File: config.mk
export PLATFORM = sky130hd
export DESIGN_NAME = switcher_loader_flat
export DESIGN_NICKNAME = d
export VERILOG_FILES = /design/src/rtl/switcher_loader_if.sv /design/src/rtl/switcher_loader.sv /design/src/flat_wrapper.sv
export SDC_FILE = /design/constraint.sdc
export NUM_CORES = 1
export LEC_CHECK = 0
export ABC_AREA = 0
export CORE_MARGIN = 2
export CORE_UTILIZATION = 48
export CTS_BUF_LIST = sky130_fd_sc_hd__clkbuf_16
export DETAILED_ROUTE_END_ITERATION = 10
export GPL_ROUTABILITY_DRIVEN = 1
export PLACE_DENSITY = 0.81
export SLEW_MARGIN = 20
export SYNTH_ARGS = -nofsm -noshare
export SYNTH_HDL_FRONTEND = slang
export SYNTH_SLANG_ARGS = --single-unit
File: constraint.sdc
create_clock -name clk -period 2.4 [get_ports clk]
set_input_delay 0.48 -clock clk [delete_from_list [all_inputs] [get_ports clk]]
set_output_delay 0.48 -clock clk [all_outputs]
set_load 0.05 [all_outputs]
File: src/rtl/switcher_loader_if.sv
// rtl/switcher_loader_if.sv - route-select word handshake between word source and loader
interface switcher_loader_if #(
  parameter int WIDTH = 8
);
  logic [WIDTH-1:0] word_in;
  logic             word_valid;
  logic             word_ready;

  modport master (output word_in, output word_valid, input word_ready);
  modport slave  (input word_in, input word_valid, output word_ready);
endinterface

File: src/rtl/switcher_loader.sv
// rtl/switcher_loader.sv - serial frame loader and slot-counter mirror for the 8-lane switch stage
module switcher_loader #(
  parameter int WIDTH      = 8,
  parameter int SLOT_BITS  = 4,
  parameter int RST_CYCLES = 2
) (
  input  logic                 clk,
  input  logic                 reset,
  switcher_loader_if.slave     wif,
  input  logic                 resync,
  output logic                 sw_rst,
  output logic                 sda,
  output logic [SLOT_BITS-1:0] slot,
  output logic [WIDTH-1:0]     word_q,
  output logic                 applied
);

  localparam int CW = (RST_CYCLES > 1) ? $clog2(RST_CYCLES) : 1;
  localparam logic [CW-1:0]        RST_LAST   = CW'(RST_CYCLES - 1);
  localparam logic [SLOT_BITS-1:0] LAST_BIT   = SLOT_BITS'(WIDTH);
  localparam logic [SLOT_BITS-1:0] APPLY_SLOT = SLOT_BITS'(WIDTH + 1);

  typedef enum logic [0:0] {ST_RST, ST_RUN} state_t;

  state_t               state, state_n;
  logic [CW-1:0]        rst_cnt, rst_cnt_n;
  logic [SLOT_BITS-1:0] slot_n;
  logic [SLOT_BITS-1:0] bit_idx;
  logic [WIDTH-1:0]     word_q_n;
  logic [WIDTH-1:0]     shifted;
  logic [WIDTH-1:0]     shadow, shadow_n;
  logic                 shadow_full, shadow_full_n;
  logic                 pending, pending_n;
  logic                 sw_rst_n, sda_n, applied_n;
  logic                 accept, commit;

  // The shadow register decouples the word source from frame timing.
  assign wif.word_ready = ~shadow_full;

  // State and output registers; async reset forces the switch stage into reset at once.
  always_ff @(posedge clk or negedge reset) begin
    if (!reset) begin
      state       <= ST_RST;
      rst_cnt     <= '0;
      sw_rst      <= 1'b1;
      sda         <= 1'b0;
      slot        <= '0;
      word_q      <= '0;
      shadow      <= '0;
      shadow_full <= 1'b0;
      pending     <= 1'b0;
      applied     <= 1'b0;
    end else begin
      state       <= state_n;
      rst_cnt     <= rst_cnt_n;
      sw_rst      <= sw_rst_n;
      sda         <= sda_n;
      slot        <= slot_n;
      word_q      <= word_q_n;
      shadow      <= shadow_n;
      shadow_full <= shadow_full_n;
      pending     <= pending_n;
      applied     <= applied_n;
    end
  end

  // Next-state logic: outputs are computed for the cycle after the edge so they stay registered.
  always_comb begin
    state_n       = state;
    rst_cnt_n     = rst_cnt;
    slot_n        = slot;
    word_q_n      = word_q;
    shadow_n      = shadow;
    shadow_full_n = shadow_full;
    pending_n     = pending;
    sw_rst_n      = sw_rst;
    sda_n         = 1'b0;
    applied_n     = 1'b0;
    bit_idx       = '0;
    shifted       = '0;
    commit        = 1'b0;
    accept        = wif.word_valid && !shadow_full;

    if (resync) begin
      // Words and the pending flag survive; only the frame restarts.
      state_n   = ST_RST;
      rst_cnt_n = '0;
      slot_n    = '0;
      sw_rst_n  = 1'b1;
    end else begin
      case (state)
        ST_RST: begin
          sw_rst_n = 1'b1;
          slot_n   = '0;
          if (rst_cnt == RST_LAST) begin
            state_n   = ST_RUN;
            rst_cnt_n = '0;
            sw_rst_n  = 1'b0;
          end else begin
            rst_cnt_n = rst_cnt + 1'b1;
          end
        end
        ST_RUN: begin
          sw_rst_n = 1'b0;
          slot_n   = slot + 1'b1;
          // Only swap words between frames so the switch stage never sees a mix.
          if (slot == '0 && shadow_full) begin
            commit    = 1'b1;
            word_q_n  = shadow;
            pending_n = 1'b1;
          end
          if (slot_n != '0 && slot_n <= LAST_BIT) begin
            bit_idx = slot_n - 1'b1;
            shifted = word_q_n >> bit_idx;
            sda_n   = shifted[0];
          end
          if (pending && slot_n == APPLY_SLOT) begin
            applied_n = 1'b1;
            pending_n = 1'b0;
          end
        end
        default: begin
          state_n  = ST_RST;
          sw_rst_n = 1'b1;
        end
      endcase
    end

    if (commit) shadow_full_n = 1'b0;
    if (accept) begin
      shadow_n      = wif.word_in;
      shadow_full_n = 1'b1;
    end
  end

endmodule

File: src/flat_wrapper.sv
// flat-port wrapper written by rule: the top's interface ports become plain ports
module switcher_loader_flat 
#(
  parameter int WIDTH      = 8,
  parameter int SLOT_BITS  = 4,
  parameter int RST_CYCLES = 2
)
  (clk, reset, resync, sw_rst, sda, slot, word_q, applied, wif_word_in, wif_word_valid, wif_word_ready);
  switcher_loader_if #(.WIDTH(WIDTH)) wif_i ();
  input  logic clk;
  input  logic reset;
  input  logic resync;
  output logic sw_rst;
  output logic sda;
  output logic [SLOT_BITS-1:0] slot;
  output logic [WIDTH-1:0] word_q;
  output logic applied;
  input wire logic [$bits(wif_i.word_in)-1:0] wif_word_in;
  input wire logic [$bits(wif_i.word_valid)-1:0] wif_word_valid;
  output wire logic [$bits(wif_i.word_ready)-1:0] wif_word_ready;
  assign wif_i.word_in = wif_word_in;
  assign wif_i.word_valid = wif_word_valid;
  assign wif_word_ready = wif_i.word_ready;
  switcher_loader #(.WIDTH(WIDTH), .SLOT_BITS(SLOT_BITS), .RST_CYCLES(RST_CYCLES)) u_core (.clk(clk), .reset(reset), .wif(wif_i), .resync(resync), .sw_rst(sw_rst), .sda(sda), .slot(slot), .word_q(word_q), .applied(applied));
endmodule
==> impl_metrics.toml, run 1 <==
[clock_tree]
cts_made_buffers = 3
cts_tree = "built"
clockBufferDepth = 2
cts.htree.levels = 1
cts.sinks = 27
clkTransAtPathRegs_ps = 60
cts_setup_buffers = 0
clock_latency_ps = 260
cts-root-buf = "clkbuf_16"
cts_resized = 0
hold_buffers = 0

[sta]
finalHoldViolCount = 0
tightest_slew_ps = 497
setup_viol = 0
max_freq_mhz = 450
period_minus_slack_ps = 2220
relSlewSlack = 0.668
rsz0062_at_grt = "no"
finClkSkew_ps = 2.27
drv_slew = 0
fin_tns_setup_ps = 0
fin_crit_sh = 0.927

[route]
wl_met1_um = 939
wl_met3_um = 69
num_vias = 780
wl_per_cell_um = 14.2
first_pass_iters = 3
drc = 0
antenna_left = 0
post_drt_via_cell_ratio = 5.20
top_layer_used = "met4"
drtIter0Drc = 2
wl_met2_um = 1080
totalWireLength_um = 2130

[critical_path]
crit_type = "register to register"
slowest_delay_ps = 480
worst-path-max-fanout = 11
timing.rr.start = "u_core.slot[0]$_DFF_PN0_"
cp-startpoint = "u_core.slot[0]$_DFF_PN0_"
critPathArrivalTime_ps = 2390
crit_path_start_kind = "register"
worstPathCellList = "inv_1, ha_1, and3b_1, a211o_1, a221o_1, a221oi_2"
ff2ff_setup_slack_ps = 180
r2r_end = "u_core.sda$_DFF_PN0_"
critical_path.endpoint = "u_core.sda$_DFF_PN0_"
slowest_stage = "dfrtp_2"
cp_data_required_time_ps = 2560
reg2regPathDepth = 6
end_kind = "register"

[power]
leakage_nw = 0.712
intPower_mw = 1.16
p_sw_mw = 0.670
power_density_nw_per_um2 = 1150
p_seq_frac = 0.393
swShare = 0.365
ir_worst_vdd_v = 0.000864
clkPwrFrac = 0.200
p_comb_frac = 0.407

[floorplan]
dieHeight_um = 54.4
fp.coreArea_sq_um = 2430
rows = 18
io_pins = 28
die_w_um = 54.4
dieArea_sq_um = 2960
start_util = 0.502

[logic_synthesis]
synthCells = 91
seq_area_frac_synth = 0.555
ys_ff_latch = 27
synthesis.nets = 107
synth.distinct_cells = 31
synth.cell_area_sq_um = 1220
syn_area_per_cell_sq_um = 13.4
yosys_warnings = 0

[final_layout]
fin_cells = 150
n_antenna_cell = 0
utilization = 0.658
nets = 137
drive_gt1_frac = 0.242
area_growth_pct = 31.3

[placed_design]
port_buffers = 27
dp_hpwl_um = 1570
place_inst = 146
gp_congestion = 0.793

[global_routing]
antenna_found_initial = 0
track_usage = 0.173
grt_pass1_wl_um = 3590
grt_pass1_vias = 805
grt-ovfl-total = 0
grt_max_degree = 28

[hold_path]
hp-class = "register to register"
hold_depth = 1

[run_status]
status = "complete, no violations"

[run]
maxCapViolations = 0
-- cell families (layout without fill, tap and decap cells) --
kind of cell / after synthesis / count (layout) / share of synthesized area
adder cells (fa/ha/maj): 4 / 4 / 0.0410
AND/OR/NAND/NOR: 21 / 21 / 0.102
flip-flops: 27 / 27 / 0.555
AO/OA/AOI/OAI: 6 / 6 / 0.0451
buffers and inverters: 9 / 38 / 0.0328
XOR/XNOR: 3 / 3 / 0.0215
multiplexers: 21 / 21 / 0.203
-- sequential cells by signal, summed over array words and instances (netlist names) --
register and flops:
u_core.shadow 8, u_core.word_q 8, u_core.slot 4, u_core.applied 1, u_core.pending 1, u_core.rst_cnt 1, u_core.sda 1, u_core.shadow_full 1
u_core.state 1, u_core.sw_rst 1
-- critical path: cells and delay by family (launching register included) --
| family | cells | cell delay, ps |
|---|---|---|
| AO/OA/AOI/OAI | 3 | 890 |
| flip-flops | 1 | 480 |
| adder cells (fa/ha/maj) | 1 | 420 |
| buffers and inverters | 1 | 110 |
| AND/OR/NAND/NOR | 1 | 230 |
-- how the worst min path moves through the flow --
| stage | from | to |
|---|---|---|
| CTS | u_core.pending$_DFFE_PN0P_ | u_core.pending$_DFFE_PN0P_ |
| detailed placement | u_core.pending$_DFFE_PN0P_ | u_core.pending$_DFFE_PN0P_ |
| finish | u_core.pending$_DFFE_PN0P_ | u_core.pending$_DFFE_PN0P_ |
| global route | u_core.pending$_DFFE_PN0P_ | u_core.pending$_DFFE_PN0P_ |
| global placement | u_core.pending$_DFFE_PN0P_ | u_core.pending$_DFFE_PN0P_ |
| floorplan | reset | u_core.applied$_DFF_PN0_ |
-- synth_stat cells, drive strengths merged --
master,count,area [sq um]
inv,5,18.8
nor3,1,5.00
nand2,4,15.0
dfstp,1,26.3
and2,1,6.26
o21a,1,7.51
mux4,1,26.3
or2,1,6.26
xnor2,1,8.76
and4bb,1,16.3
mux2i,3,30.0
a221o,1,10.0
mux2,17,191
and2b,1,8.76
and3b,1,8.76
dfrtp,26,651
a221oi,1,15.0
nand2b,2,15.0
o221ai,1,8.76
nand3,1,5.00
xor2,2,17.5
nor2b,1,6.26
nor2,6,22.5
buf,3,17.5
nand4b,1,8.76
ha,4,50.1
o21ai,1,5.00
clkbuf,1,3.75
a211o,1,8.76
-- cell type report --
type,instances,area [sq um]
Multi-Input combinational cell,55,503
Sequential cell,27,678
Inverter,5,18.8
Fill cell,185,831
Clock inverter,1,3.75
Clock buffer,3,75.1
Tap cell,30,37.5
Timing Repair Buffer,29,285
-- power by group through the flow --
stage | sequential [mW] | combinational, mW | clock [mW]
6_report | 0.722 | 0.747 | 0.366
5_1_grt | 0.746 | 0.790 | 0.390
4_1_cts | 0.725 | 0.754 | 0.373
3_5_place_dp | 0.733 | 0.749 | 0
3_3_place_gp | 0.723 | 0.736 | 0
2_1_floorplan | 0.963 | 0.268 | 0
-- layout by cell type (no fill, tap or decap) --
cell and count:
and2_1 1, o221ai_1 1, nand2b_2 1, xnor2_1 1
nand2b_1 1, nand2_1 4, buf_4 2, inv_1 6
and4bb_4 1, dfrtp_1 25, clkdlybuf4s50_1 27, nand4b_1 1
clkbuf_16 3, and2b_2 1, nand3_1 1, o21a_1 1
a221o_1 1, nor2_1 6, or2_2 1, nor2b_1 1
dfrtp_2 1, o21ai_0 1, ha_1 4, mux2i_1 3
nor3_1 1, dfstp_2 1, a221oi_2 1, mux2_2 17
and3b_1 1, xor2_1 2, mux4_1 1, a211o_1 1
-- layer usage --
metal,track usage,vias to the layer above
li1,-,374
met1,0.209,385
met2,0.297,16
met3,0.0355,5
met4,0.0750,0
met5,0,-
-- per-stage QoR --
stage	hold WS [ps]	setup WS (ps)	power, mW	cell area (sq um)
after floorplan	184	50.6	1.23	1220
after global placement	452	220	1.46	1520
after detailed placement	483	198	1.48	1520
after CTS	492	180	1.85	1600
after global routing	509	93.8	1.93	1600
final	484	176	1.83	1600
Power figures use the tool's default switching activity.
==> run 2: changes to the inputs <==
--- a/config.mk
+++ b/config.mk
@@ -11,7 +11,7 @@
 export CTS_BUF_LIST = sky130_fd_sc_hd__clkbuf_16
 export DETAILED_ROUTE_END_ITERATION = 10
 export GPL_ROUTABILITY_DRIVEN = 1
-export PLACE_DENSITY = 0.81
+export PLACE_DENSITY = 0.77
 export SLEW_MARGIN = 20
 export SYNTH_ARGS = -nofsm -noshare
 export SYNTH_HDL_FRONTEND = slang
==> run 2 against run 1 <==
Clock-buffer cell count unchanged; fmax is 0.94% lower; clock skew about the same; power about the same; non-clock buffer count did not move; largest power group unchanged.
==> impl_metrics.toml, run 2 (synthesized netlist as in run 1, its figures left out) <==
[global_routing]
grt_pass1_vias = 834
antenna_found_initial = 0
grt-ovfl-total = 0
grt_max_degree = 28
track_usage = 0.178
grt_pass1_wl_um = 3710

[sta]
period_minus_slack_ps = 2240
setup_viol = 0
rsz0062_at_grt = "no"
fin_tns_setup_ps = 0
tightest_slew_ps = 503
finalHoldViolCount = 0
fin_crit_sh = 0.935
finClkSkew_ps = 1.96
relSlewSlack = 0.664
drv_slew = 0
max_freq_mhz = 445

[power]
power_density_nw_per_um2 = 1150
leakage_nw = 0.712
ir_worst_vdd_v = 0.000765

[final_layout]
area_growth_pct = 31.3
n_antenna_cell = 0
utilization = 0.658
nets = 137
drive_gt1_frac = 0.242
reg_top3 = "u_core.shadow x8, u_core.word_q x8, u_core.slot x4"
final_common_cell = "clkdlybuf4s50_1"
mostFrequentLayoutCells = "27 x clkdlybuf4s50_1, 25 x dfrtp_1, 17 x mux2_2"

[placed_design]
dp_hpwl_um = 1600
port_buffers = 27
gp_congestion = 0.787

[route]
num_vias = 781
wl_per_cell_um = 15.1
antenna_left = 0
post_drt_via_cell_ratio = 5.21
drtIter0Drc = 6
first_pass_iters = 4
totalWireLength_um = 2260
drc = 0

[run_status]
status = "complete, no violations"

[clock_tree]
hold_buffers = 0
cts_tree = "built"
clkTransAtPathRegs_ps = 60
cts.sinks = 27
cts_setup_buffers = 0
cts-root-buf = "clkbuf_16"
cts_resized = 0
clock_latency_ps = 250
clockBufferDepth = 2
cts.htree.levels = 1
cts_made_buffers = 3

[floorplan]
rows = 18
fp.coreArea_sq_um = 2430
dieHeight_um = 54.4
die_w_um = 54.4
start_util = 0.502
dieArea_sq_um = 2960
io_pins = 28

[hold_path]
hp-class = "register to register"

[critical_path]
end_kind = "register"
critPathArrivalTime_ps = 2400
ff2ff_setup_slack_ps = 160
worst-path-max-fanout = 11
crit_type = "register to register"
crit_path_start_kind = "register"
cp_data_required_time_ps = 2560

[run]
maxCapViolations = 0
==> run 2: cell counts in the layout (fill, tap and decap cells not counted) <==
Identical to the previous run, type by type.
==> run 2: report_power, final <==
group	total (mW)	switching (mW)	internal (mW)
clock network	0.361	0.139	0.222
logic	0.749	0.420	0.330
registers	0.726	0.113	0.613
==> run 2: layout make-up <==
cell class / instances / area (sq um)
Fill cell: 196 / 831
Clock inverter: 1 / 3.75
Timing Repair Buffer: 29 / 285
Sequential cell: 27 / 678
Tap cell: 30 / 37.5
Clock buffer: 3 / 75.1
Inverter: 5 / 18.8
Multi-Input combinational cell: 55 / 503
==> run 2: critical path, stage by stage, from the launching register on <==
cell and delay, ps:
dfrtp_2 480, inv_1 110, ha_1 400, and3b_1 220, a211o_1 270, a221o_1 380, a221oi_2 280
==> run 2: path summary, 6_finish.rpt <==
| kind | to | from | cells after the start |
|---|---|---|---|
| max in group asynchronous | u_core.sw_rst$_DFF_PN1_ | reset | 2 |
| min | u_core.pending$_DFFE_PN0P_ | u_core.pending$_DFFE_PN0P_ | 1 |
| min in group asynchronous | u_core.applied$_DFF_PN0_ | reset | 2 |
| max | u_core.sda$_DFF_PN0_ | u_core.slot[0]$_DFF_PN0_ | 6 |
| max reg2reg | u_core.sda$_DFF_PN0_ | u_core.slot[0]$_DFF_PN0_ | 6 |
| min reg2reg | u_core.pending$_DFFE_PN0P_ | u_core.pending$_DFFE_PN0P_ | 1 |
==> run 2: through the flow <==
step                power (mW)  hold slack [ps]  std cells  cell area (sq um)  worst slack [ps]
global placement          1.46              452        146               1520               224
detailed placement        1.48              476        146               1520               204
finish                    1.84              475        150               1600               155
CTS                       1.86              484        150               1600               152
floorplan                 1.23              184         91               1220              50.6
global route              1.93              501        150               1600              78.3
==> run 2: metal layers <==
layer / global-route usage / share of wire / vias to the layer above
li1: - / - / 373
met1: 0.216 / 0.44 / 391
met2: 0.319 / 0.52 / 15
met3: 0.0246 / 0.029 / 2
met4: 0.0625 / 0.0044 / 0
met5: 0 / 0 / -
